**config.mk**
```make
export PLATFORM = sky130hd
export DESIGN_NAME = multicycle_decoder
export DESIGN_NICKNAME = d
export VERILOG_FILES = /design/src/rtl/multicycle_decoder_pkg.sv /design/src/rtl/alu_decoder.sv /design/src/rtl/multicycle_decoder.sv
export SDC_FILE = /design/constraint.sdc
export NUM_CORES = 1
export LEC_CHECK = 0
export ABC_AREA = 1
export BUFFER_PORTS_ARGS = -buffer_cell sky130_fd_sc_hd__buf_2
export CAP_MARGIN = 20
export CORE_AREA = 2 2 70 45
export CTS_BUF_LIST = sky130_fd_sc_hd__clkbuf_4
export DETAILED_ROUTE_END_ITERATION = 6
export DIE_AREA = 0 0 72 47
export PLACE_DENSITY_LB_ADDON = 0.25
export SYNTH_ARGS = -nofsm -noshare
export SYNTH_HDL_FRONTEND = slang
export SYNTH_HIERARCHICAL = 1
export SYNTH_SLANG_ARGS = --single-unit
export TNS_END_PERCENT = 10
```
**constraint.sdc**
```tcl
create_clock -name clk -period 1.6 [get_ports clk]
set_clock_uncertainty 0.05 [all_clocks]
set_input_delay 0.08 -clock clk [delete_from_list [all_inputs] [get_ports clk]]
set_output_delay 0.08 -clock clk [all_outputs]
set_load 0.05 [all_outputs]
```
**src/rtl/multicycle_decoder_pkg.sv**
```systemverilog
// Shared state type, ALU opcodes, cmd encodings and instruction qualifiers for
// the multicycle main decoder and its ALU decoder.
package multicycle_decoder_pkg;

    typedef enum logic [3:0] {
        S_FETCH,
        S_DECODE,
        S_MEMADR,
        S_MEMRD,
        S_MEMWB,
        S_MEMWR,
        S_EXECR,
        S_EXECI,
        S_MULWAIT,
        S_ALUWB,
        S_BRANCH
    } state_t;

    localparam logic [2:0] ALU_ADD   = 3'b000;
    localparam logic [2:0] ALU_SUB   = 3'b001;
    localparam logic [2:0] ALU_AND   = 3'b010;
    localparam logic [2:0] ALU_ORR   = 3'b011;
    localparam logic [2:0] ALU_MUL   = 3'b100;
    localparam logic [2:0] ALU_MOV   = 3'b101;
    localparam logic [2:0] ALU_MOVHI = 3'b110;

    localparam logic [3:0] CMD_AND   = 4'b0000;
    localparam logic [3:0] CMD_SUB   = 4'b0010;
    localparam logic [3:0] CMD_ADD   = 4'b0100;
    localparam logic [3:0] CMD_MOVW  = 4'b1000;
    localparam logic [3:0] CMD_CMP   = 4'b1010;
    localparam logic [3:0] CMD_ORR   = 4'b1100;
    localparam logic [3:0] CMD_MOVHI = 4'b1101;

    localparam logic [3:0] MUL_QUAL   = 4'b1001;
    localparam logic [3:0] MOVHI_QUAL = 4'b1000;

    localparam logic [1:0] OP_DP  = 2'b00;
    localparam logic [1:0] OP_MEM = 2'b01;
    localparam logic [1:0] OP_BR  = 2'b10;

    localparam logic [1:0] IMM_DP   = 2'b00;
    localparam logic [1:0] IMM_MEM  = 2'b01;
    localparam logic [1:0] IMM_BR   = 2'b10;
    localparam logic [1:0] IMM_MOVW = 2'b11;

    localparam logic [3:0] PC_REG = 4'b1111;

endpackage

```
**src/rtl/alu_decoder.sv**
```systemverilog
// Combinational decode of a data-processing instruction into ALU operation,
// flag-write enables, NoWrite and the DP immediate format.
module alu_decoder
    import multicycle_decoder_pkg::*;
(
    input  logic [3:0] cmd,
    input  logic       imm,
    input  logic       s,
    input  logic [3:0] mul,
    input  logic [3:0] movhi,
    output logic [2:0] alu_op,
    output logic       no_write,
    output logic [1:0] imm_src,
    output logic [1:0] flag_w,
    output logic       is_mul
);

    always_comb begin
        alu_op   = ALU_ADD;
        no_write = 1'b0;
        imm_src  = IMM_DP;
        is_mul   = 1'b0;
        case (cmd)
            CMD_ADD: alu_op = ALU_ADD;
            CMD_SUB: alu_op = ALU_SUB;
            CMD_AND: begin
                if (mul == MUL_QUAL) begin
                    alu_op = ALU_MUL;
                    is_mul = !imm;
                end else begin
                    alu_op = ALU_AND;
                end
            end
            CMD_ORR: alu_op = ALU_ORR;
            CMD_CMP: begin
                alu_op   = ALU_SUB;
                no_write = 1'b1;
            end
            CMD_MOVHI: alu_op = (!imm && movhi == MOVHI_QUAL) ? ALU_MOVHI : ALU_MOV;
            CMD_MOVW: begin
                alu_op  = ALU_MOV;
                imm_src = IMM_MOVW;
            end
            default: ;
        endcase
    end

    // Carry/overflow flags only mean something for arithmetic operations.
    assign flag_w = {s, s && (alu_op == ALU_ADD || alu_op == ALU_SUB)};

endmodule

```
**src/rtl/multicycle_decoder.sv**
```systemverilog
// Main controller for a multicycle ARM-style datapath: sequences fetch, decode,
// memory, execute and writeback, with a down-counter stretching MUL execution.
//
// state     | meaning
// ----------+------------------------------------------------------------
// FETCH     | read instruction; IR and PC load when memory is ready
// DECODE    | read registers, PC+4 on the ALU, pick instruction class
// MEMADR    | compute load/store address
// MEMRD     | load access, held until mem_ready
// MEMWB     | write loaded data to the register file
// MEMWR     | store access, MemW held until mem_ready
// EXECR     | data-processing with register operand
// EXECI     | data-processing with immediate operand
// MULWAIT   | MUL latency; counter runs down to zero
// ALUWB     | write ALU result and flags
// BRANCH    | load branch target into the PC
module multicycle_decoder
    import multicycle_decoder_pkg::*;
#(
    parameter int MUL_LAT  = 3,
    parameter int ALUCTL_W = 3
) (
    input  logic                clk,
    input  logic                reset,
    input  logic [1:0]          Op,
    input  logic [5:0]          Funct,
    input  logic [3:0]          Rd,
    input  logic [3:0]          Mul,
    input  logic [3:0]          movhi,
    input  logic                mem_ready,
    output logic                PCWrite,
    output logic                IRWrite,
    output logic                AdrSrc,
    output logic                RegW,
    output logic                MemW,
    output logic                NoWrite,
    output logic                busy,
    output logic [1:0]          ResultSrc,
    output logic [1:0]          ALUSrcA,
    output logic [1:0]          ALUSrcB,
    output logic [1:0]          ImmSrc,
    output logic [1:0]          RegSrc,
    output logic [1:0]          FlagW,
    output logic [ALUCTL_W-1:0] ALUControl
);

    localparam logic [3:0] MUL_LOAD = 4'(MUL_LAT - 1);

    state_t     state, state_nxt;
    logic [3:0] mul_cnt, mul_cnt_nxt;
    logic       rst_q;
    logic       dp_state;

    logic [2:0] dec_alu_op;
    logic       dec_no_write;
    logic [1:0] dec_imm_src;
    logic [1:0] dec_flag_w;
    logic       dec_is_mul;

    alu_decoder u_alu_decoder (
        .cmd      (Funct[4:1]),
        .imm      (Funct[5]),
        .s        (Funct[0]),
        .mul      (Mul),
        .movhi    (movhi),
        .alu_op   (dec_alu_op),
        .no_write (dec_no_write),
        .imm_src  (dec_imm_src),
        .flag_w   (dec_flag_w),
        .is_mul   (dec_is_mul)
    );

    // rst_q keeps every output quiet in the cycle(s) after a reset edge.
    always_ff @(posedge clk) begin
        if (!reset) begin
            state   <= S_FETCH;
            mul_cnt <= 4'd0;
            rst_q   <= 1'b1;
        end else begin
            state   <= state_nxt;
            mul_cnt <= mul_cnt_nxt;
            rst_q   <= 1'b0;
        end
    end

    assign dp_state = state inside {S_EXECR, S_EXECI, S_MULWAIT, S_ALUWB};

    always_comb begin
        state_nxt   = state;
        mul_cnt_nxt = mul_cnt;
        PCWrite     = 1'b0;
        IRWrite     = 1'b0;
        AdrSrc      = 1'b0;
        RegW        = 1'b0;
        MemW        = 1'b0;
        NoWrite     = 1'b0;
        busy        = 1'b0;
        ResultSrc   = 2'b00;
        ALUSrcA     = 2'b00;
        ALUSrcB     = 2'b00;
        ImmSrc      = 2'b00;
        RegSrc      = 2'b00;
        FlagW       = 2'b00;
        ALUControl  = '0;
        if (!rst_q) begin
            busy = (state != S_FETCH);
            if (state != S_FETCH)
                RegSrc = {(Op == OP_MEM) && !Funct[0], Op == OP_BR};
            // ALU selects stay on the decoded operation for the whole DP sequence.
            if (dp_state) begin
                ALUSrcB    = {1'b0, Funct[5]};
                ALUControl = ALUCTL_W'(dec_alu_op);
                ImmSrc     = dec_imm_src;
                NoWrite    = dec_no_write;
            end
            case (state)
                S_FETCH: begin
                    ALUSrcA   = 2'b01;
                    ALUSrcB   = 2'b10;
                    ResultSrc = 2'b10;
                    IRWrite   = mem_ready;
                    PCWrite   = mem_ready;
                    if (mem_ready) state_nxt = S_DECODE;
                end
                S_DECODE: begin
                    ALUSrcA   = 2'b01;
                    ALUSrcB   = 2'b10;
                    ResultSrc = 2'b10;
                    case (Op)
                        OP_MEM:  state_nxt = S_MEMADR;
                        OP_BR:   state_nxt = S_BRANCH;
                        OP_DP:   state_nxt = Funct[5] ? S_EXECI : S_EXECR;
                        default: state_nxt = S_FETCH;
                    endcase
                end
                S_MEMADR: begin
                    ALUSrcB   = 2'b01;
                    ImmSrc    = IMM_MEM;
                    state_nxt = Funct[0] ? S_MEMRD : S_MEMWR;
                end
                S_MEMRD: begin
                    AdrSrc = 1'b1;
                    if (mem_ready) state_nxt = S_MEMWB;
                end
                S_MEMWB: begin
                    ResultSrc = 2'b01;
                    RegW      = 1'b1;
                    PCWrite   = (Rd == PC_REG);
                    state_nxt = S_FETCH;
                end
                S_MEMWR: begin
                    AdrSrc = 1'b1;
                    MemW   = 1'b1;
                    if (mem_ready) state_nxt = S_FETCH;
                end
                S_EXECR, S_EXECI: begin
                    if (dec_is_mul) begin
                        state_nxt   = S_MULWAIT;
                        mul_cnt_nxt = MUL_LOAD;
                    end else begin
                        state_nxt = S_ALUWB;
                    end
                end
                S_MULWAIT: begin
                    if (mul_cnt == 4'd0) state_nxt = S_ALUWB;
                    else                 mul_cnt_nxt = mul_cnt - 4'd1;
                end
                S_ALUWB: begin
                    ResultSrc = 2'b00;
                    RegW      = !dec_no_write;
                    PCWrite   = !dec_no_write && (Rd == PC_REG);
                    FlagW     = dec_flag_w;
                    state_nxt = S_FETCH;
                end
                S_BRANCH: begin
                    ALUSrcB   = 2'b01;
                    ResultSrc = 2'b10;
                    PCWrite   = 1'b1;
                    ImmSrc    = IMM_BR;
                    state_nxt = S_FETCH;
                end
                default: state_nxt = S_FETCH;
            endcase
        end
    end

endmodule

```
* Word level (Yosys, flattened, before mapping)
Index checks and enable logic that the tools add are counted.
Cells by class: $add $sub $neg 1, $mul 0, div/mod/pow operators 0, reduce and logical (&&, ||, !) cells 24, equality and inequality tests 27, bitwise operators 1, $lt $le $gt $ge 0, muxes and demuxes 49, shift-type cells 0
Operators by type and width (count):
- $eq A4 B4 Y1 const B | 10
- $pmux W4 S7 | 1
- $mux W4 | 6
- $mux W1 | 20
- $mux W2 | 10
- $eq A4 B3 Y1 const B | 4
- $pmux W3 S5 | 1
- $eq A4 B2 Y1 const B | 3
- $logic_not A4 Y1 | 3
- $mux W3 | 4
- $pmux W2 S2 | 3
- $pmux W4 S3 | 1
- $ne A2 B2 Y1 const B | 5
- $reduce_or A2 Y1 | 5
- $pmux W4 S2 | 1
- $reduce_bool A4 Y1 | 2
- $reduce_and A5 Y1 | 1
- $eq A4 B1 Y1 const B | 1
- $logic_and A1 B1 Y1 | 4
- $pmux W1 S4 | 1
- $reduce_and A4 Y1 | 1
- $sub A4 B1 Y4 const B | 1
- $eq A3 B1 Y1 const B | 1
- $logic_not A1 Y1 | 3
- other kinds (10) | 10
Storage, ports and cells: memories kept 0, memory bits (read-only) 0, latch bits 0, input port bits 23, output and inout bits 22, bits in registers 9, word-level logic and storage cells 105, memory bits (writable) 0

* Depth between registers and ports, before layout
Gate-level depths: netlist of the first run.
word-level depth 9, mapped depth 10, mapped depth without buffers 10

* Cells and area by module
The synthesis of the first run kept the hierarchy.
Modules (own cells, without submodules):
- multicycle_decoder | area an instance 884.6 sq um, cells an instance 154, instances 1
- alu_decoder | area an instance 180.2 sq um, cells an instance 39, instances 1

* Worst setup path after synthesis of the first run
No wires, ideal clock.
kind reg-to-output, from reg state[3], to out PCWrite, setup slack -0.750 ns, buffers on the path 0, stages on the path, launching flop included 6, arrival 2.220 ns, cells stage by stage dfxtp_1 -> nor2_1 -> nand2_1 -> nor3_1 -> a21oi_1 -> o31ai_1
On the way: word-level cells in the longest chain between the ends 3, elaborated cells on any way between the ends 6, those cells by class 3 x eq/ne; 2 x mux; 1 x reduce/logical
RTL lines:
- start, declared | RTL line multicycle_decoder.sv:49 | state_t state, state_nxt;
- start signal, assigned | RTL line multicycle_decoder.sv:80 | state <= state_nxt;
- $eq A4 B4 Y1, or another cell as far along | RTL line multicycle_decoder.sv:116 | case (state)
- $pmux W1 S4 * | RTL line multicycle_decoder.sv:116
- $mux W1 * | RTL line multicycle_decoder.sv:105 | if (!rst_q) begin
- end, declared | RTL line multicycle_decoder.sv:31 | output logic PCWrite,
Mark *: on every way between the ends. The rest lies on a longest branch, timed or not.

* Worst setup path in the final report of the first run
from reg state[3], to out ALUSrcB[0]
On the way: word-level cells in the longest chain between the ends 5, elaborated cells on any way between the ends 14, those cells by class 7 x eq/ne; 3 x mux; 4 x reduce/logical
RTL lines:
- $eq A4 B3 Y1 or $eq A4 B4 Y1 (tied branches) | RTL line multicycle_decoder.sv:86 | assign dp_state = state inside {S_EXECR, S_EXECI, S_MULWAIT, S_ALUWB};
- $reduce_bool A4 Y1 | RTL line multicycle_decoder.sv:86
- $mux W1 | RTL line multicycle_decoder.sv:110 | if (dp_state) begin
- $pmux W2 S2 * | RTL line multicycle_decoder.sv:116
- $mux W2 * | RTL line multicycle_decoder.sv:105
- end, declared | RTL line multicycle_decoder.sv:40 | output logic [1:0] ALUSrcB,
Marks and branches as above.

==> results list, run 1 <==
- The run finished, with violations left.
* Failing checks: negative setup slack
- Yosys mapped the design onto 29 distinct sky130hd cell types.
- Among all cell types in the netlist, the one instantiated most often is sky130_fd_sc_hd__nand2_1.
- Cells with a size suffix above 1 make up 45.0% of the layout.
- The synthesized design devotes to its leading area cell type 17.3% of total area.
- The max-slew violation total from the final report was 0.
- The initial antenna violation count was 0.
- The die is 72 um wide.
- Number of enable-type register cells in the synthesized netlist: 0
- Entering global routing, the biggest net connects 11 pins.
- Post-layout power: 0.000740 W
- Detailed-route vias per instance: 4.72
- Diode insertion count for antenna repair: 0
- Pin placement for this block handled 45 I/O pins.
* Final design instance area without fill: 1630 um2
- Full die area: 3380 um2
- In the routed design, unresolved DRC markers number 0.
- In this run the most critical hold path is launched from reset.
- Before CTS, the worst setup slack after placement is 0.0774 ns.
- During synthesis, Yosys emitted a total of 6 warnings.
* Total via count in the routed design: 1,335
- Instance count along the most critical hold path: 3
* Peak clock frequency supported by timing: 599 MHz
- The final-report hold violation count came to 0.
- Period Utilization, post-route: 104%
- Grt met1 use: 31.6%
- Number of placement rows: 15
- Leakage component of the power: 0.788 nW
* Count of input and output buffers: 43
- Core area: 2760 um2
- Global-route wire length before repair: 5060 um
- After synthesis, the share of flip-flops with an asynchronous set or reset is 0%.
* Effective utilization at floorplan: 38.6%
* Cell area after technology mapping: 1060 um2
- Via count of the first global-routing pass: 1,101
* Kind of capture point of the worst setup path: primary output
- For hold timing, the worst endpoint is mul_cnt[0]$_SDFFE_PN0P_.
* Synthesized flop and latch total: 9
* GR Util met2: 28.1%
- Insertion delay of the later-clocked pin in the worst-skew pair: 0.25 ns
- Seq/Total Area, Yosys: 16.9%
- Sorting the synthesized cells by area gives the leading types as sky130_fd_sc_hd__nand2_1, sky130_fd_sc_hd__dfxtp_1, sky130_fd_sc_hd__nor2_1.
* Top cells by count, synth: sky130_fd_sc_hd__nand2_1, sky130_fd_sc_hd__nor2_1, sky130_fd_sc_hd__inv_1, sky130_fd_sc_hd__nand3_1, sky130_fd_sc_hd__a21oi_1
* Post-Place Cell Area: 1360 um2
- The tightest min-delay check is of the primary input to register type.
- The detail route stage leaves a number of antenna-violating nets equal to 0.
- Required time of the critical path: 1.47 ns
* Final min period: 1.67 ns
- Across all hold checks on the routed design, the worst slack comes to 0.0310 ns.
* Largest driver fanout on the critical path: 5
- Setup-violating endpoint count in the final report: 4
- TritonCTS built the clock tree.
- Detailed placement finished with a half-perimeter wire length of 2430 um.
- The first detailed-routing pass ran for 4 iterations.
- In the final routed layout, each cell accounts on average for 11.4 um.
* Total clock sinks: 9
- At the end of routability-driven placement, the weighted congestion stood at 0.851.
* CTS Root Cell: sky130_fd_sc_hd__clkbuf_4
- The layer flagged by global routing as most heavily used is met1.
- Synthesized area per cell: 5.52 um2
- The worst setup path is launched from a register.
- The setup path with the least slack is of type register to primary output.
- Endpoint arrival time on the critical path: 1.54 ns
- In the global route stage, met3 resource usage came out at 2.79%.
- H-tree depth reported by CTS: 1
* Nets in the synthesized netlist: 218
* 1st-iter DRT viols: 91
- Max capacitance violation total: 0
- Setup repair after global routing could not meet its margin everywhere.
- Primary FF master, synth: sky130_fd_sc_hd__dfxtp_1
- The worst register-to-register path begins at state[2]$_SDFFE_PN0P_.
- In this run the register-to-register setup slack is 0.14 ns.
* Power density of the placed cells: 455 nW/um2
* CTS clock-pin slew for the worst setup and hold paths: 0.06 ns
* Area leader, netlist: sky130_fd_sc_hd__nand2_1
- Die span in y: 47 um
* Max Root-Sink Buffers: 2
- Buffers inserted during clock tree synthesis total 3.
- Worst Setup Slack, final: -0.0707 ns
- In this run the critical register-to-register path is captured at state[3]$_SDFFE_PN0P_.
* Nets: 275
* IR drop worst, VDD: 284 uV
* All-Layer GR Usage: 19.7%
- Area Overhead vs Synth: 52.6%
- Number of instances in the synthesized netlist: 193
* Remaining global-route overflow: 0
- Wirelength, routed: 3230 um
- Worst reg2reg path depth: 8
## cells by family (layout without fill, tap and decap cells)
logic type | count (synthesis) | in the layout | synth area share, %
xor+xnor | 1 | 1 | 0.823
simple gates | 124 | 124 | 53.1
fa+ha+maj | 2 | 2 | 2.35
flops | 9 | 9 | 16.9
compound gates | 22 | 22 | 13.0
other cells | 1 | 1 | 0.352
buf+inv | 34 | 90 | 13.4
## worst max path at each step
stage | from | end | slack [ns]
after detailed placement | state[2]$_SDFFE_PN0P_ | ALUControl[0] | 0.08
final | state[3]$_SDFFE_PN0P_ | ALUSrcB[0] | -0.07
after global routing | state[3]$_SDFFE_PN0P_ | ALUSrcB[0] | -0.13
after global placement | state[2]$_SDFFE_PN0P_ | ALUControl[0] | 0.13
after floorplan | state[3]$_SDFFE_PN0P_ | ResultSrc[1] | -0.22
after CTS | state[1]$_SDFFE_PN0P_ | ImmSrc[1] | -0.04
## where the power goes
group	leakage [nW]	switching (W)	internal (W)
Sequential	0.0759	0.0000143	0.000228
Combinational	0.694	0.000202	0.000110
Clock	0.0184	0.0000733	0.000113
Total	0.788	0.000289	0.000451
## critical path, cell delays in order, from the launching register on
cell and delay [ns]:
sky130_fd_sc_hd__dfxtp_4 0.39, sky130_fd_sc_hd__inv_2 0.06, sky130_fd_sc_hd__nand2_2 0.10, sky130_fd_sc_hd__nor2_4 0.05, sky130_fd_sc_hd__nor2_2 0.13, sky130_fd_sc_hd__nand2_2 0.12, sky130_fd_sc_hd__a21oi_1 0.19, sky130_fd_sc_hd__nor2_1 0.06
sky130_fd_sc_hd__buf_4 0.19
## through the flow
stage / cells / utilization, % / setup TNS, ns
floorplan: 193 / - / -1.61
global placement: 271 / 49.1 / 0
detailed placement: 271 / 49.1 / 0
CTS: 282 / 56.0 / -0.0741
global route: 283 / 58.9 / -0.866
finish: 283 / 58.9 / -0.104
## metal layers
layer / wire [um] / up-vias
li1: - / 715
met1: 1750 / 571
met2: 1280 / 49
met3: 204 / 0
met4: 0 / 0
met5: 0 / -
## layout make-up
class | instances | area, um2
clock buffer | 4 | 30.0
tap | 34 | 42.5
fill | 251 | 1130
timing repair buffer | 57 | 400
sequential | 9 | 193
multi-input combinational | 150 | 843
inverter | 29 | 116
## flip-flops by register name, summed over array words and instances, names as in the netlist
| name | flops |
|---|---|
| mul_cnt | 4 |
| rst_q | 1 |
| state | 4 |
## layout by cell type, fill, tap and decap left out, drive strengths merged
cell type and count:
clkbuf 7, o22ai 1, nor2 42, nand3 17, buf 54, nor4 1, dfxtp 9, nor3 4
o211ai 1, clkinv 1, a21oi 17, ha 2, nand2 57, nand2b 1, inv 28, o31ai 1
xnor2 1, nor3b 1, o21ai 2, nand4 1, conb 1
## what timing repair did
| item | CTS | global route |
|---|---|---|
| endpoints found under the setup margin | 13 | 17 |
| resized for setup | 35 | 28 |
| buffers inserted | 7 | 1 |
| hold buffers | 0 | 0 |
| pin swaps | 9 | 5 |
Note: power is estimated with default switching activity, not from simulation.
==> run 2, diff against run 1 <==
--- a/config.mk
+++ b/config.mk
@@ -10,6 +10,6 @@
 export CAP_MARGIN = 20
-export CORE_AREA = 2 2 70 45
+export CORE_AREA = 5 5 73 48
 export CTS_BUF_LIST = sky130_fd_sc_hd__clkbuf_4
 export DETAILED_ROUTE_END_ITERATION = 6
-export DIE_AREA = 0 0 72 47
+export DIE_AREA = 0 0 78 53
 export PLACE_DENSITY_LB_ADDON = 0.25
==> constraint.sdc (replaced) <==
create_clock -name clk -period 1.5 [get_ports clk]
set_clock_uncertainty 0.05 [all_clocks]
set_input_delay 0.075 -clock clk [delete_from_list [all_inputs] [get_ports clk]]
set_output_delay 0.075 -clock clk [all_outputs]
set_load 0.02 [all_outputs]
==> run 2 against run 1 <==
Against the previous run: the flow still finishes with violations (negative setup slack); final area down 4.0%; first-iteration DRC count up 8.8%; non-clock buffer count down 5; highest routed layer unchanged; largest power group is now registers; count of clock-buffer cells in the layout unchanged; total power down 4.0%.
==> results list, run 2 (synthesis results as in run 1) <==
- The flow ran to the end, but the final reports show violations.
- The checks that failed: negative setup slack.
- RSZ-0062 raised after global routing: yes
- Remaining global-route overflow: 0 (unchanged)
* CTS Root Cell: sky130_fd_sc_hd__clkbuf_4
- Antenna violations before repair: 0 (unchanged)
- In this design, the largest share of critical-path delay is due to simple AND/OR/NAND/NOR gates.
* Clock buffer count from CTS: 3 (unchanged)
* Peak clock frequency supported by timing: 646 MHz
- The insertion delay of the later-clocked pin in the worst-skew pair is 0.25 ns (about the same).
- The number of standard-cell rows in the floorplan is 15 (unchanged).
- Crit path cell chain: inv_4, nand2_4, nor2_4, nor2_4, nand2_4, a21oi_2, nor3_2, buf_4
* Global-route wire length before repair: 5240 um (+3.4%)
- The library cell used most frequently in the layout, excluding fill and tap cells, is sky130_fd_sc_hd__nand2_1.
- CTS clock-pin slew for the worst setup and hold paths: 0.06 ns (about the same)
- Category of the worst setup path launch point: register
* Max capacitance violation total: 0 (unchanged)
* Fraction of final layout cells sized beyond drive strength 1: 45.1% (+0.10 points)
- TritonCTS built the clock tree.
- Die Wd: 78 um (+8.3%)
- In the final layout, the registers with the most flip-flops are mul_cnt: 4 flops, state: 4 flops, rst_q: 1 flops.
- Required time of the critical path: 1.37 ns (-0.10 ns)
- Total clock sinks: 9 (unchanged)
* Largest driver fanout on the critical path: 5 (unchanged)
* Effective utilization at floorplan: 38.6% (unchanged)
- Setup-violating endpoint count in the final report: 8 (+4)
- The deepest level of the CTS H-tree was 1 (unchanged).
* Post-layout power: 0.000710 W (-4.0%)
- IR drop worst, VDD: 411 uV (+45%)
- The total routed wirelength came to 3170 um (-1.9%).
- The area growth from synthesis to layout is 46.5%.
- The filler cell count is 265 (+5.6%).
* Max Root-Sink Buffers: 2 (unchanged)
* Core area: 2760 um2 (unchanged)
- Final min period: 1.55 ns
- The first-pass iteration count of the detailed router was 4 (unchanged).
* Nets: 270 (-1.8%)
* Detailed-route vias per instance: 4.64 (-1.7%)
- Count of final hold-check violations: 0 (unchanged)
- All-Layer GR Usage: 15.8% (-3.9 points)
- The DRC violation count after routing is 0 (unchanged).
- The vertical die dimension is 53 um (+13%).
- Kind of capture point of the worst setup path: primary output
- Tightest Hold Check Type: primary input to register
* Endpoint arrival time on the critical path: 1.42 ns (-0.12 ns)
* 1st-iter DRT viols: 99 (+8.8%)
- Period Utilization, post-route: 103%
- The count of antenna-violating nets left after detailed routing is 0 (unchanged).
- Highest-delay cell along the critical path: sky130_fd_sc_hd__dfxtp_4
- HPWL after DPL: 2490 um (+2.7%)
- Fin cells: 278 (-1.8%)
- In the layout the commonest cells are sky130_fd_sc_hd__nand2_1, sky130_fd_sc_hd__buf_2, sky130_fd_sc_hd__nor2_1.
* Leakage component of the power: 0.757 nW (-4.0%)
- The setup path with the least slack is of type register to primary output.
- The number of placed instances, taps included is 271 (unchanged).
- The max-slew violation total from the final report came to 0 (unchanged).
* Avg WL per Cell: 11.4 um (-0.12%)
- The I/O pin total was 45 (unchanged).
- Post-Route Hold Slack: 0.0187 ns (-0.0124 ns)
* Full die area: 4130 um2 (+22%)
- The number of diodes added for antenna fixing was 0 (unchanged).
- The final critical-path setup slack came to -0.0470 ns (+0.0238 ns).
- Buffer and inverter count on the worst path: 2 (unchanged)
* Count of input and output buffers: 43 (unchanged)
- Final Wtd Congestion: 0.842 (-1.1%)
- The delay of the slowest cell on the worst path is 0.39 ns (about the same).
* Total via count in the routed design: 1,289 (-3.4%)
- The maximum number of pins on one net before global-route repair is 9 (-2).
* Via count of the first global-routing pass: 1,124 (+2.1%)
- The power density over the cells was 455 nW/um2 (about the same).
-- run 2: cell types whose count changed in the layout (fill, tap and decap cells not counted), moves of 2 or more --
cell | before | now
sky130_fd_sc_hd__clkbuf_4 | 7 | 4
sky130_fd_sc_hd__buf_6 | 8 | 1
sky130_fd_sc_hd__inv_4 | 3 | 1
sky130_fd_sc_hd__buf_4 | 17 | 19
sky130_fd_sc_hd__buf_2 | 28 | 31
sky130_fd_sc_hd__a21oi_2 | 3 | 6
sky130_fd_sc_hd__a21oi_1 | 12 | 9
-- run 2: area by class of cell --
class                      instances  area, um2  area share [%]
clock buffer                       4       30.0            1.92
inverter                          29        116            7.46
multi-input combinational        150        846            54.2
sequential                         9        196            12.6
tap                               34       42.5            2.73
timing repair buffer              52        329            21.1
-- run 2: stage by stage --
stage | cell area (um2) | TNS (ns) | utilization [%] | setup WS (ns)
floorplan | 1070 | 0 | - | 0.0893
finish | 1560 | -0.134 | 56.6 | -0.0470
global placement | 1360 | 0 | 49.2 | 0.0518
CTS | 1500 | -0.0411 | 54.3 | -0.0113
detailed placement | 1360 | 0 | 49.2 | 0.0451
global route | 1560 | -1.03 | 56.6 | -0.113
-- run 2: per-layer routing --
layer / GRT usage, % / part of all wire [%] / wire length, um
met2: 21.2 / 38 / 1200
met5: 0 / 0 / 0
met4: 1.69 / 0 / 0
met1: 25.2 / 53 / 1680
met3: 3.57 / 9.0 / 286
-- run 2: repair_timing --
action	CTS	global route
resized for setup	36	21
gates cloned	0	0
hold buffers	0	0
endpoints found under the setup margin	12	19
pin swaps	8	4
setup buffers	2	1
-- run 2: power breakdown --
| group | internal [W] | leakage [nW] | switching (W) |
|---|---|---|---|
| Clock | 0.000120 | 0.0184 | 0.0000774 |
| Sequential | 0.000242 | 0.0762 | 0.0000146 |
| Combinational | 0.0000957 | 0.662 | 0.000160 |
| Total | 0.000458 | 0.757 | 0.000252 |
-- run 2: path summary, 6_finish.rpt --
path                           start                 endpoint  slack (ns)  cells after the start
max            state[2]$_SDFFE_PN0P_                ImmSrc[1]       -0.05                      8
min                            reset  mul_cnt[0]$_SDFFE_PN0P_        0.02                      3
max reg2reg    state[0]$_SDFFE_PN0P_  mul_cnt[3]$_SDFFE_PN0P_        0.05                     10
min reg2reg  mul_cnt[0]$_SDFFE_PN0P_  mul_cnt[0]$_SDFFE_PN0P_        0.41                      2
-- run 2: worst reg2reg max path: cells and delay by family, from the launching register on --
kind | cells | cell delay, ns
buffers and inverters | 3 | 0.35
AOI/OAI and AO/OA | 1 | 0.06
and+or+nand+nor | 6 | 0.54
DFF | 1 | 0.37
